File: src/rtl/a5_1_keystream_ctrl.sv
// a5_1_keystream_ctrl: sequencer and keystream collector for an A5/1 cipher core.
//
// The block clears the three external LFSRs (X, Y, Z), serially injects the session key and
// frame number (LSB first), runs the majority-clocked warm-up, then steps the registers under
// the majority rule. It packs the XOR of the register MSBs into bytes (first bit in bit 7) and
// offers them downstream on a valid/ready handshake.
//
// Ports:
//   clk, reset             system clock, synchronous active-high reset
//   start, stop            session start pulse (ignored while busy), RUN stop pulse
//   key, frame             session key and frame number, captured on the accepted start
//   x_out, y_out, z_out    register MSBs (X[18], Y[21], Z[22])
//   x_maj, y_maj, z_maj    register clocking bits (X[8], Y[10], Z[10])
//   reg_clear              clears the registers
//   shift_bit              serial input bit shared by all three registers
//   x/y/z_trigger          per-register step enables
//   ks_byte, ks_valid      keystream byte and its valid flag
//   ks_ready               downstream accept
//   busy                   high in every state except IDLE
module a5_1_keystream_ctrl #(
    parameter int unsigned KEY_LEN    = 64,
    parameter int unsigned FRAME_LEN  = 22,
    parameter int unsigned WARMUP_LEN = 100
) (
    input  logic                 clk,
    input  logic                 reset,
    input  logic                 start,
    input  logic                 stop,
    input  logic [KEY_LEN-1:0]   key,
    input  logic [FRAME_LEN-1:0] frame,
    input  logic                 x_out,
    input  logic                 y_out,
    input  logic                 z_out,
    input  logic                 x_maj,
    input  logic                 y_maj,
    input  logic                 z_maj,
    output logic                 reg_clear,
    output logic                 shift_bit,
    output logic                 x_trigger,
    output logic                 y_trigger,
    output logic                 z_trigger,
    output logic [7:0]           ks_byte,
    output logic                 ks_valid,
    input  logic                 ks_ready,
    output logic                 busy
);

    localparam logic [6:0] KeyLast    = 7'(KEY_LEN - 1);
    localparam logic [6:0] FrameLast  = 7'(FRAME_LEN - 1);
    localparam logic [6:0] WarmupLast = 7'(WARMUP_LEN - 1);

    typedef enum logic [2:0] {
        StIdle,
        StClear,
        StLoadKey,
        StLoadFrame,
        StWarmup,
        StRun
    } state_e;

    state_e               state_q;
    logic [6:0]           cnt_q;
    logic [6:0]           bit_cnt_q;
    logic [KEY_LEN-1:0]   key_q;
    logic [FRAME_LEN-1:0] frame_q;
    logic [6:0]           shreg_q;
    logic                 step_q;

    logic maj;
    logic step_ok;
    logic ks_bit;
    logic byte_done;

    assign maj       = (x_maj & y_maj) | (x_maj & z_maj) | (y_maj & z_maj);
    // No stepping while a completed byte is still waiting for downstream.
    assign step_ok   = !ks_valid || ks_ready;
    assign ks_bit    = x_out ^ y_out ^ z_out;
    assign byte_done = step_q && (bit_cnt_q == 7'd7);
    assign busy      = (state_q != StIdle);

    always_comb begin
        reg_clear = 1'b0;
        shift_bit = 1'b0;
        x_trigger = 1'b0;
        y_trigger = 1'b0;
        z_trigger = 1'b0;
        unique case (state_q)
            StClear: reg_clear = 1'b1;
            StLoadKey: begin
                shift_bit = key_q[0];
                x_trigger = step_ok;
                y_trigger = step_ok;
                z_trigger = step_ok;
            end
            StLoadFrame: begin
                shift_bit = frame_q[0];
                x_trigger = step_ok;
                y_trigger = step_ok;
                z_trigger = step_ok;
            end
            StWarmup, StRun: begin
                // A register steps when its clocking bit agrees with the majority.
                x_trigger = step_ok && (x_maj == maj);
                y_trigger = step_ok && (y_maj == maj);
                z_trigger = step_ok && (z_maj == maj);
            end
            default: ;
        endcase
    end

    always_ff @(posedge clk) begin
        if (reset) begin
            state_q   <= StIdle;
            cnt_q     <= '0;
            bit_cnt_q <= '0;
            key_q     <= '0;
            frame_q   <= '0;
            shreg_q   <= '0;
            step_q    <= 1'b0;
            ks_byte   <= '0;
            ks_valid  <= 1'b0;
        end else begin
            unique case (state_q)
                StIdle: begin
                    if (start) begin
                        key_q   <= key;
                        frame_q <= frame;
                        cnt_q   <= '0;
                        state_q <= StClear;
                    end
                end
                StClear: begin
                    cnt_q   <= '0;
                    state_q <= StLoadKey;
                end
                StLoadKey: begin
                    if (step_ok) begin
                        key_q <= key_q >> 1;
                        if (cnt_q == KeyLast) begin
                            cnt_q   <= '0;
                            state_q <= StLoadFrame;
                        end else begin
                            cnt_q <= cnt_q + 7'd1;
                        end
                    end
                end
                StLoadFrame: begin
                    if (step_ok) begin
                        frame_q <= frame_q >> 1;
                        if (cnt_q == FrameLast) begin
                            cnt_q   <= '0;
                            state_q <= StWarmup;
                        end else begin
                            cnt_q <= cnt_q + 7'd1;
                        end
                    end
                end
                StWarmup: begin
                    if (step_ok) begin
                        if (cnt_q == WarmupLast) begin
                            cnt_q   <= '0;
                            state_q <= StRun;
                        end else begin
                            cnt_q <= cnt_q + 7'd1;
                        end
                    end
                end
                StRun: begin
                    if (stop) begin
                        state_q <= StIdle;
                    end
                end
                default: state_q <= StIdle;
            endcase

            // Register outputs settle one cycle after a step, so the capture lags by one.
            step_q <= (state_q == StRun) && step_ok && !stop;

            if (step_q) begin
                shreg_q   <= {shreg_q[5:0], ks_bit};
                bit_cnt_q <= byte_done ? 7'd0 : bit_cnt_q + 7'd1;
            end

            if (byte_done) begin
                ks_byte  <= {shreg_q, ks_bit};
                ks_valid <= 1'b1;
            end else if (ks_valid && ks_ready) begin
                ks_valid <= 1'b0;
            end

            // Leaving RUN throws away any partially assembled byte.
            if ((state_q == StRun) && stop) begin
                shreg_q   <= '0;
                bit_cnt_q <= '0;
            end
        end
    end

endmodule
File: config.mk
export PLATFORM = sky130hd
export DESIGN_NAME = a5_1_keystream_ctrl
export DESIGN_NICKNAME = d
export VERILOG_FILES = /design/src/rtl/a5_1_keystream_ctrl.sv
export SDC_FILE = /design/constraint.sdc
export NUM_CORES = 1
export LEC_CHECK = 0
export CAP_MARGIN = 10
export CORE_MARGIN = 2
export CORE_UTILIZATION = 35
export DETAILED_ROUTE_END_ITERATION = 12
export GPL_ROUTABILITY_DRIVEN = 0
export SLEW_MARGIN = 15
export SYNTH_ARGS = -nofsm -noshare
export SYNTH_HDL_FRONTEND = slang
export SYNTH_SLANG_ARGS = --single-unit
File: constraint.sdc
create_clock -name clk -period 3.4 [get_ports clk]
set_input_delay 0.68 -clock clk [delete_from_list [all_inputs] [get_ports clk]]
set_output_delay 0.68 -clock clk [all_outputs]
set_load 0.005 [all_outputs]
==> results by stage <==
Power and ir drop:
- The internal portion of the total power is 3.030 mW.
- The clock network burns 45.2% of the power.
- VDD sags by at most 349.1 uV.
- The share of total power dissipated in combinational logic is roughly 16%.
- The analysis attributes to net switching a power of approximately 1.0 mW.
- The switching share of total power is about a quarter.
- In this run the power density over the cells is between 500 and 600 nW/um^2.
- In this run, flip-flops and latches consume roughly two fifths of the power.
- For this design the static power due to leakage is 2.762 nW.

Setup path:
- The kind of capture point of the worst setup path is a primary output.
- Measured in cells, the most critical reg-to-reg path has a length of 6.
- Counting stages on the worst path, the most repeated cell is sky130_fd_sc_hd__clkdlybuf4s50_1.
- The maximum single-stage delay on the critical path is 0.53 ns.
- The critical path start-end classification is in2out.
- The startpoint of the worst-slack reg-to-reg timing path is state_q[2].
- The largest fanout of any net on the critical path is 4.
- STA puts the critical path data required time at roughly 2.7 ns.
- The critical path's slowest cell is sky130_fd_sc_hd__clkdlybuf4s50_1.
- The number of buffers and inverters on the critical path is 2.
- In this run the critical register-to-register path is captured at cnt_q[3].
- The critical path goes through clkdlybuf4s50_1 -> nand2b_1 -> o21ai_0 -> a21oi_1 -> clkdlybuf4s50_1.
- STA classifies the critical path startpoint as a primary input.
- The signal arrival time at the worst endpoint is 2.27 ns.
- The kind of cell with the highest combined delay along the critical path is buffers and inverters.
- The internal reg-to-reg setup slack is 1.09 ns.

Global routing:
- The via count of the first global-routing pass is 4524.
- The number of antenna violations at the first check in global routing is 0.
- The total global routing overflow is 0.
- The first global-routing pass estimated 20930 um of wire.
- In the global route stage, overall resource usage came out at between 10% and 20%.
- The largest net degree at the start of global routing is between 60 and 70.

Logic synthesis:
- After technology mapping, the gate count stands at 604.
- The mapped netlist covers 5801 sq um.
- Averaged over all synthesized cells, the footprint is 9.604 sq um.
- In the synthesized netlist the dominant register cell turns out to be sky130_fd_sc_hd__dfxtp_1.
- The xor and xnor area share after synthesis is 1.057%.
- The count of distinct cell types in the synthesized netlist is 46.
- By area, the combinational part of the netlist is dominated by compound AO/OA/AOI/OAI gates.
- In this run the biggest area consumer among cell types represents 41.42% of the synthesized area.
- Counting flops with an async set or reset pin after synthesis yields a share of 0%.
- In the post-synthesis netlist, the biggest area contributors are sky130_fd_sc_hd__dfxtp_1 41%, sky130_fd_sc_hd__mux2i_1 14%, sky130_fd_sc_hd__a211oi_2 14%.
- When the netlist entered floorplanning its net count stood at 704.
- The synthesized design spends more area on one cell type than any other, namely sky130_fd_sc_hd__dfxtp_1.
- Yosys mapped a number of flops with a built-in enable equal to 0.
- The synthesized netlist devotes 20.69% of its cell area to compound gates.
- Sequential elements use 41.42% of the synthesized area.
- The portion of synthesized area spent on multiplexers is 14.15%.
- The post-synthesis sequential element count is 120.
- During synthesis, Yosys emitted a total of 0 warnings.
- The adder-cell share of the synthesized area is 0.6471%.
- Summing the areas of all and, or, nand and nor instances in the mapped netlist gives roughly 17% of the synthesized area.

Drt:
- The starting DRC count in detailed routing is 182.
- After detailed routing, the number of vias per cell comes to 4.916.
- The final layout contains routed wiring with a total length of 12250 um.
- The count of nets left with antenna violations after detail routing is 0.
- Across all layers, the routed design uses 4562 vias.
- The final routed wire length divided by cell count is ~13 um.
- For this run, the detailed router's first-pass iteration total came to 4.
- After detailed routing, the number of remaining DRC violations is 0.

STA:
- The maximum operating frequency is around 340 MHz.
- For the finished layout, the period the worst path requires is 2.949 ns.
- The slew at the pin closest to its max-slew limit is 1.054 ns.
- The post-route worst setup slack is around 0.45 ns.
- Setup violations remaining at the end of the flow were counted as 0.
- The setup TNS is 0 ns.
- Setup repair after global routing left no endpoint under its margin.
- In the finished design, the share of the clock period the worst path needs comes to 86.73%.
- In this run the tightest slew margin relative to its limit is between 20% and 30%.
- The final hold violation count is 0.
- The number of slew-limit violations in the final report came to 0.
- For the final database, setup skew stands at 0.006127 ns.

Die:
- The floorplan step defined a die boundary enclosing around 18000 sq um.
- The starting utilization of the core area is 35.35%.
- 112 I/O pins were placed.
- The die extent in y is between 100 and 150 um.
- The die is about 130 um wide.
- After floorplanning, the core was sized to cover 16410 sq um.
- The row count is 47.

Clock tree:
- In this run the post-CTS setup repair buffer count came out at 0.
- The clock root buffer is sky130_fd_sc_hd__clkbuf_16.
- Once the clock tree was built, the resizer swapped 0 gates to a different size.
- The total number of clock tree sinks is 120.
- The maximum root-to-sink buffer count is 2.
- The number of H-tree levels is 4.
- The number of hold buffers added after CTS is 0.
- After clock tree synthesis, the clock-pin slew on the worst setup and hold paths is ~0.05 ns.
- The number of clock buffers inserted by TritonCTS is 17.
- The TritonCTS clock tree is yes.
- Clock latency on the worst-skew pair, taken at its later pin, is slightly above 0.4 ns.

Placement:
- Detailed placement finished with a half-perimeter wire length of slightly above 8000 um.
- The post-place instance area is 7015 sq um.
- Including well taps, the total number of placed cells is 896.
- The count of port buffers added during placement is 111.
- The pre-CTS setup slack is 0.4137 ns.

Layout:
- From synthesis to final layout, the design area changed by 31.41%.
- In the final design database the tool counted 795 nets.
- Once layout is complete, the utilization of the core stands at roughly 46%.
- The number of antenna diodes in the final layout is 0.
- Counting the fill cells in the layout gives 1549.
- The final design instance area without fill is 7622 sq um.
- Registers take 2402 sq um.
- Leaving out fill and tap cells, the most frequent cell in the layout is sky130_fd_sc_hd__dfxtp_1.
- In the layout the commonest cells are 120 x sky130_fd_sc_hd__dfxtp_1, 119 x sky130_fd_sc_hd__nor2_1, 110 x sky130_fd_sc_hd__clkdlybuf4s50_1.
- The non-filler instance count after layout is 928.
- The post-route netlist has 15.68% of its cells at a drive strength greater than 1.
- The multi-input gate area in the final layout is a little over 3000 sq um.

Min path:
- The startpoint identified for the worst hold timing path is frame_q[19].
- Counting instances, the worst hold path has a depth of 2.
- The worst-case hold path end point is frame_q[18].
- The class of the most critical hold timing path is reg2reg.

Flow run:
- Max-cap violations in this run came to 0.

Status:
- The run finished with clean final reports.
## metal layers
layer / wire [um] / vias to the layer above / track usage [%] / share of wire (%)
met3: 520 / 21 / 3.946 / 4.2
met1: 5869 / 2110 / 17.85 / 48
met2: 5560 / 94 / 23.55 / 45
met5: 0 / - / 0 / 0
met4: 297 / 0 / 6.452 / 2.4
li1: - / 2337 / - / -
## cells by family after synthesis
logic type / Yosys count
xor+xnor: 7
simple gates: 222
flops: 120
compound gates: 116
mux: 82
buf+inv: 54
fa+ha+maj: 3
## how the worst max path moves through the flow
stage               startpoint   endpoint  slack [ns]  depth (start not counted)
global placement      ks_ready  y_trigger        0.45                          5
CTS                   ks_ready  x_trigger        0.41                          5
finish                ks_ready  z_trigger        0.45                          5
global route          ks_ready  x_trigger        0.35                          5
floorplan             ks_ready  key_q[38]        1.36                          5
detailed placement    ks_ready  x_trigger        0.41                          5
## power groups by stage
stage                     clock network (mW)  logic, mW  registers, mW
after global routing                    1.94      0.698           1.60
after CTS                               1.87      0.637           1.59
after global placement                     0      0.618           1.61
final                                   1.83      0.628           1.59
after detailed placement                   0      0.634           1.62
after floorplan                            0      0.468           1.60
## through the flow
step	hold slack, ns	total power, mW
floorplan	0.4499	2.065
global placement	0.4628	2.230
detailed placement	0.4681	2.251
CTS	0.4717	4.096
global route	0.5062	4.237
finish	0.4717	4.041
## worst register-to-register path, cell delays in order, from the launching register on
cell and delay [ns]:
sky130_fd_sc_hd__dfxtp_1 0.79, sky130_fd_sc_hd__or3b_1 0.46, sky130_fd_sc_hd__nor2_1 0.11, sky130_fd_sc_hd__a211oi_1 0.05, sky130_fd_sc_hd__buf_4 0.20, sky130_fd_sc_hd__a211oi_1 0.44
sky130_fd_sc_hd__nor4_1 0.11
## cell type report
class | instances | share of cell area (%)
multi-input cells | 430 | 40.59
clock buffers | 20 | 5.991
clock inverters | 12 | 1.970
inverters | 4 | 0.1970
repair buffers | 122 | 16.12
well taps | 220 | 3.611
flip-flops and latches | 120 | 31.52
## state kept, by name, indices dropped and copies added, names as in the netlist
register,flops
bit_cnt_q,7
cnt_q,7
frame_q,22
key_q,64
ks_byte,8
ks_valid,1
shreg_q,7
state_q,3
step_q,1
## cells in the mapped netlist (6+ instances only)
cell type	n
sky130_fd_sc_hd__nor2_1	120
sky130_fd_sc_hd__nor4_1	6
sky130_fd_sc_hd__a311oi_1	21
sky130_fd_sc_hd__nand2_1	59
sky130_fd_sc_hd__clkbuf_1	23
sky130_fd_sc_hd__buf_2	9
sky130_fd_sc_hd__dfxtp_1	120
sky130_fd_sc_hd__a211oi_2	63
sky130_fd_sc_hd__a21oi_1	10
sky130_fd_sc_hd__nand2b_1	6
sky130_fd_sc_hd__buf_6	10
sky130_fd_sc_hd__mux2i_1	82
sky130_fd_sc_hd__buf_4	6
Power figures use the tool's default switching activity.
==> edit (same flow settings) <==
Set the parameter `FRAME_LEN` to 44 (it was 22).
--- a/src/rtl/a5_1_keystream_ctrl.sv
+++ b/src/rtl/a5_1_keystream_ctrl.sv
@@ -19,7 +19,7 @@
 //   busy                   high in every state except IDLE
 module a5_1_keystream_ctrl #(
     parameter int unsigned KEY_LEN    = 64,
-    parameter int unsigned FRAME_LEN  = 22,
+    parameter int unsigned FRAME_LEN  = 44,
     parameter int unsigned WARMUP_LEN = 100
 ) (
     input  logic                 clk,
Interface: changed (resized frame); port bits go from 112 to 134. No check against the original RTL was run, so the function may have changed too.
==> edit against the unedited design <==
Sequential cell count is 22 higher. Setup slack hardly changed. Non-clock buffer count is 20 higher. Final area is 10% higher. Wire length is 20% higher. Area after synthesis is 10% higher.
Power is not compared: it rests on default switching activity, and its combinational part moved more than twofold at a synthesized area within 25%.
==> edit: results (changes against the unedited design) <==
setup_path:
  critPathSlowestCell: "clkdlybuf4s50_1"  # unchanged
  r2r_start: "state_q[2]"  # unchanged
  crit_family: "buffers and inverters"  # unchanged
  cp_slowest_stage_delay_ns: 0.51  # was 0.53 ns
  worstSetupStartpoint: "ks_ready"  # unchanged
  path_max_fanout: 7  # was 4
  cp.arrival_ns: 2.27  # about the same
logic_synthesis:
  synth.area.top_cells: "dfxtp_1 (45%), mux2i_1 (12%), nor2_1 (7.7%), a211oi_1 (7.4%), a311oi_1 (5.9%)"  # was dfxtp_1 (41%), mux2i_1 (14%), a211oi_2 (14%), nor2_1 (7.8%), nand2_1 (3.8%)
  synthTopCellsByCount: "dfxtp_1 (142), nor2_1 (131), nand2_1 (100)"  # was dfxtp_1 (120), nor2_1 (120), mux2i_1 (82)
  ys.flop_type: "dfxtp_1"  # unchanged
  synthesis.nets: 852  # was 704
  yosysSeqAreaShare_pct: 44.5  # was 41.4%
  postSynthCellCount: 730  # was 604
  ys_async_sr_fraction_pct: 0  # unchanged
  synth.yosys.warnings: 0  # unchanged
  yosysUniqueCellTypes: 51  # was 46
place:
  dp_hpwl_um: 9140  # was 8150 um
  placed_area_um2: 7820  # was 7020 um2
  placed_cells: 1037  # was 896
  portBuffers: 133  # was 111
  pre_cts_slack_ns: 0.465  # was 0.414 ns
clock_network:
  post_cts_resized: 0  # unchanged
  cts_buffer_depth: 2  # unchanged
  cts_inserted_buffers: 17  # unchanged
  htree_levels: 4  # unchanged
  cts_setup_buffers: 0  # unchanged
  clk_latency_ns: 0.41  # about the same
  clkTransAtPathRegs_ns: 0.06
  root_buffer: "clkbuf_16"  # unchanged
global_routing:
  antenna_found_initial: 0  # unchanged
  grt_pass1_vias: 5032  # was 4524
  grt_max_degree: 129  # was 68
  grt_first_pass_wirelength_um: 24800  # was 20900 um
  grt.total_usage_pct: 15.4  # was 14.4%
sta:
  slew-limit-headroom_pct: 26.4  # was 29.7%
  clock_skew_ns: 0.00616  # was 0.00613 ns
routing:
  drt_iter0_markers: 275  # was 182
  wire_per_inst_um: 13.8  # was 13.2 um
  drtPass1Iterations: 4  # unchanged
  vias: 5381  # was 4562
outcome:
  status: "complete, no violations"  # unchanged
layout:
  reg_top3: "key_q x64, frame_q x44, ks_byte x8"  # was key_q x64, frame_q x22, ks_byte x8
  drive_gt1_share_pct: 5.95  # was 15.7%
  nNetsFinal: 949  # was 795
  fillers: 1759  # was 1549
  stdcell_count: 1070  # was 928
power_and_ir_drop:
  ir_drop_mv: 0.426
  leakagePower_nw: 3.09
hold_path:
  hp-class: "reg2reg"  # unchanged
  hp-start: "frame_q[43]"  # was frame_q[19]
## edit: cell type report
type	instances	share of cell area, %
diodes	1	0.0298
clock buffers	20	5.31
clock inverters	12	1.62
inverters	3	0.134
multi-input cells	521	38.8
flip-flops and latches	142	33.8
well taps	229	3.41
repair buffers	142	16.9
## edit: power by group
group	total (mW)	switching (mW)	leakage, nW	internal (mW)
combinational	2.07	1.15	1.64	0.926
sequential	2.53	0.296	1.17	2.23
clock	1.85	0.738	0.277	1.11
total	6.45	2.18	3.09	4.27
## edit: worst min-delay path, delay by kind of cell, from the launching register on
kind	cells	cell delay, ns
compound gates	1	0.05
flops	1	0.31
simple gates	1	0.06
## edit: cell families (layout without fill, tap and decap cells)
family | after synthesis | count (layout) | synth area share [%]
other | 0 | 1 | 0
AO/OA/AOI/OAI | 148 | 148 | 17.7
XOR/XNOR | 8 | 8 | 1.10
multiplexers | 78 | 78 | 12.2
flip-flops | 142 | 142 | 44.5
buffers and inverters | 67 | 177 | 4.84
AND/OR/NAND/NOR | 284 | 284 | 19.0
adder cells (fa/ha/maj) | 3 | 3 | 0.588
## edit: final timing paths
| path | end | slack [ns] | depth (start not counted) |
|---|---|---|---|
| min | frame_q[43] | 0.47 | 2 |
| max | z_trigger | 0.45 | 5 |
| max reg2reg | cnt_q[5] | 1.12 | 6 |
| min reg2reg | frame_q[43] | 0.47 | 2 |
## edit: stage by stage
stage                     power [mW]  util [%]  hold WS, ns
after floorplan                 4.14         -        0.445
after global routing            6.93      46.8        0.492
after CTS                       6.53      46.8        0.470
after detailed placement        4.64      43.5        0.461
final                           6.45      46.8        0.469
after global placement          4.61      43.5        0.457
## edit: metal layers
layer,global-route usage (%),vias to the layer above,wire [um]
met1,22.9,2421,7770
li1,-,2818,-
met5,0,-,0
met3,5.04,9,884
met4,3.83,0,111
met2,21.2,133,5990
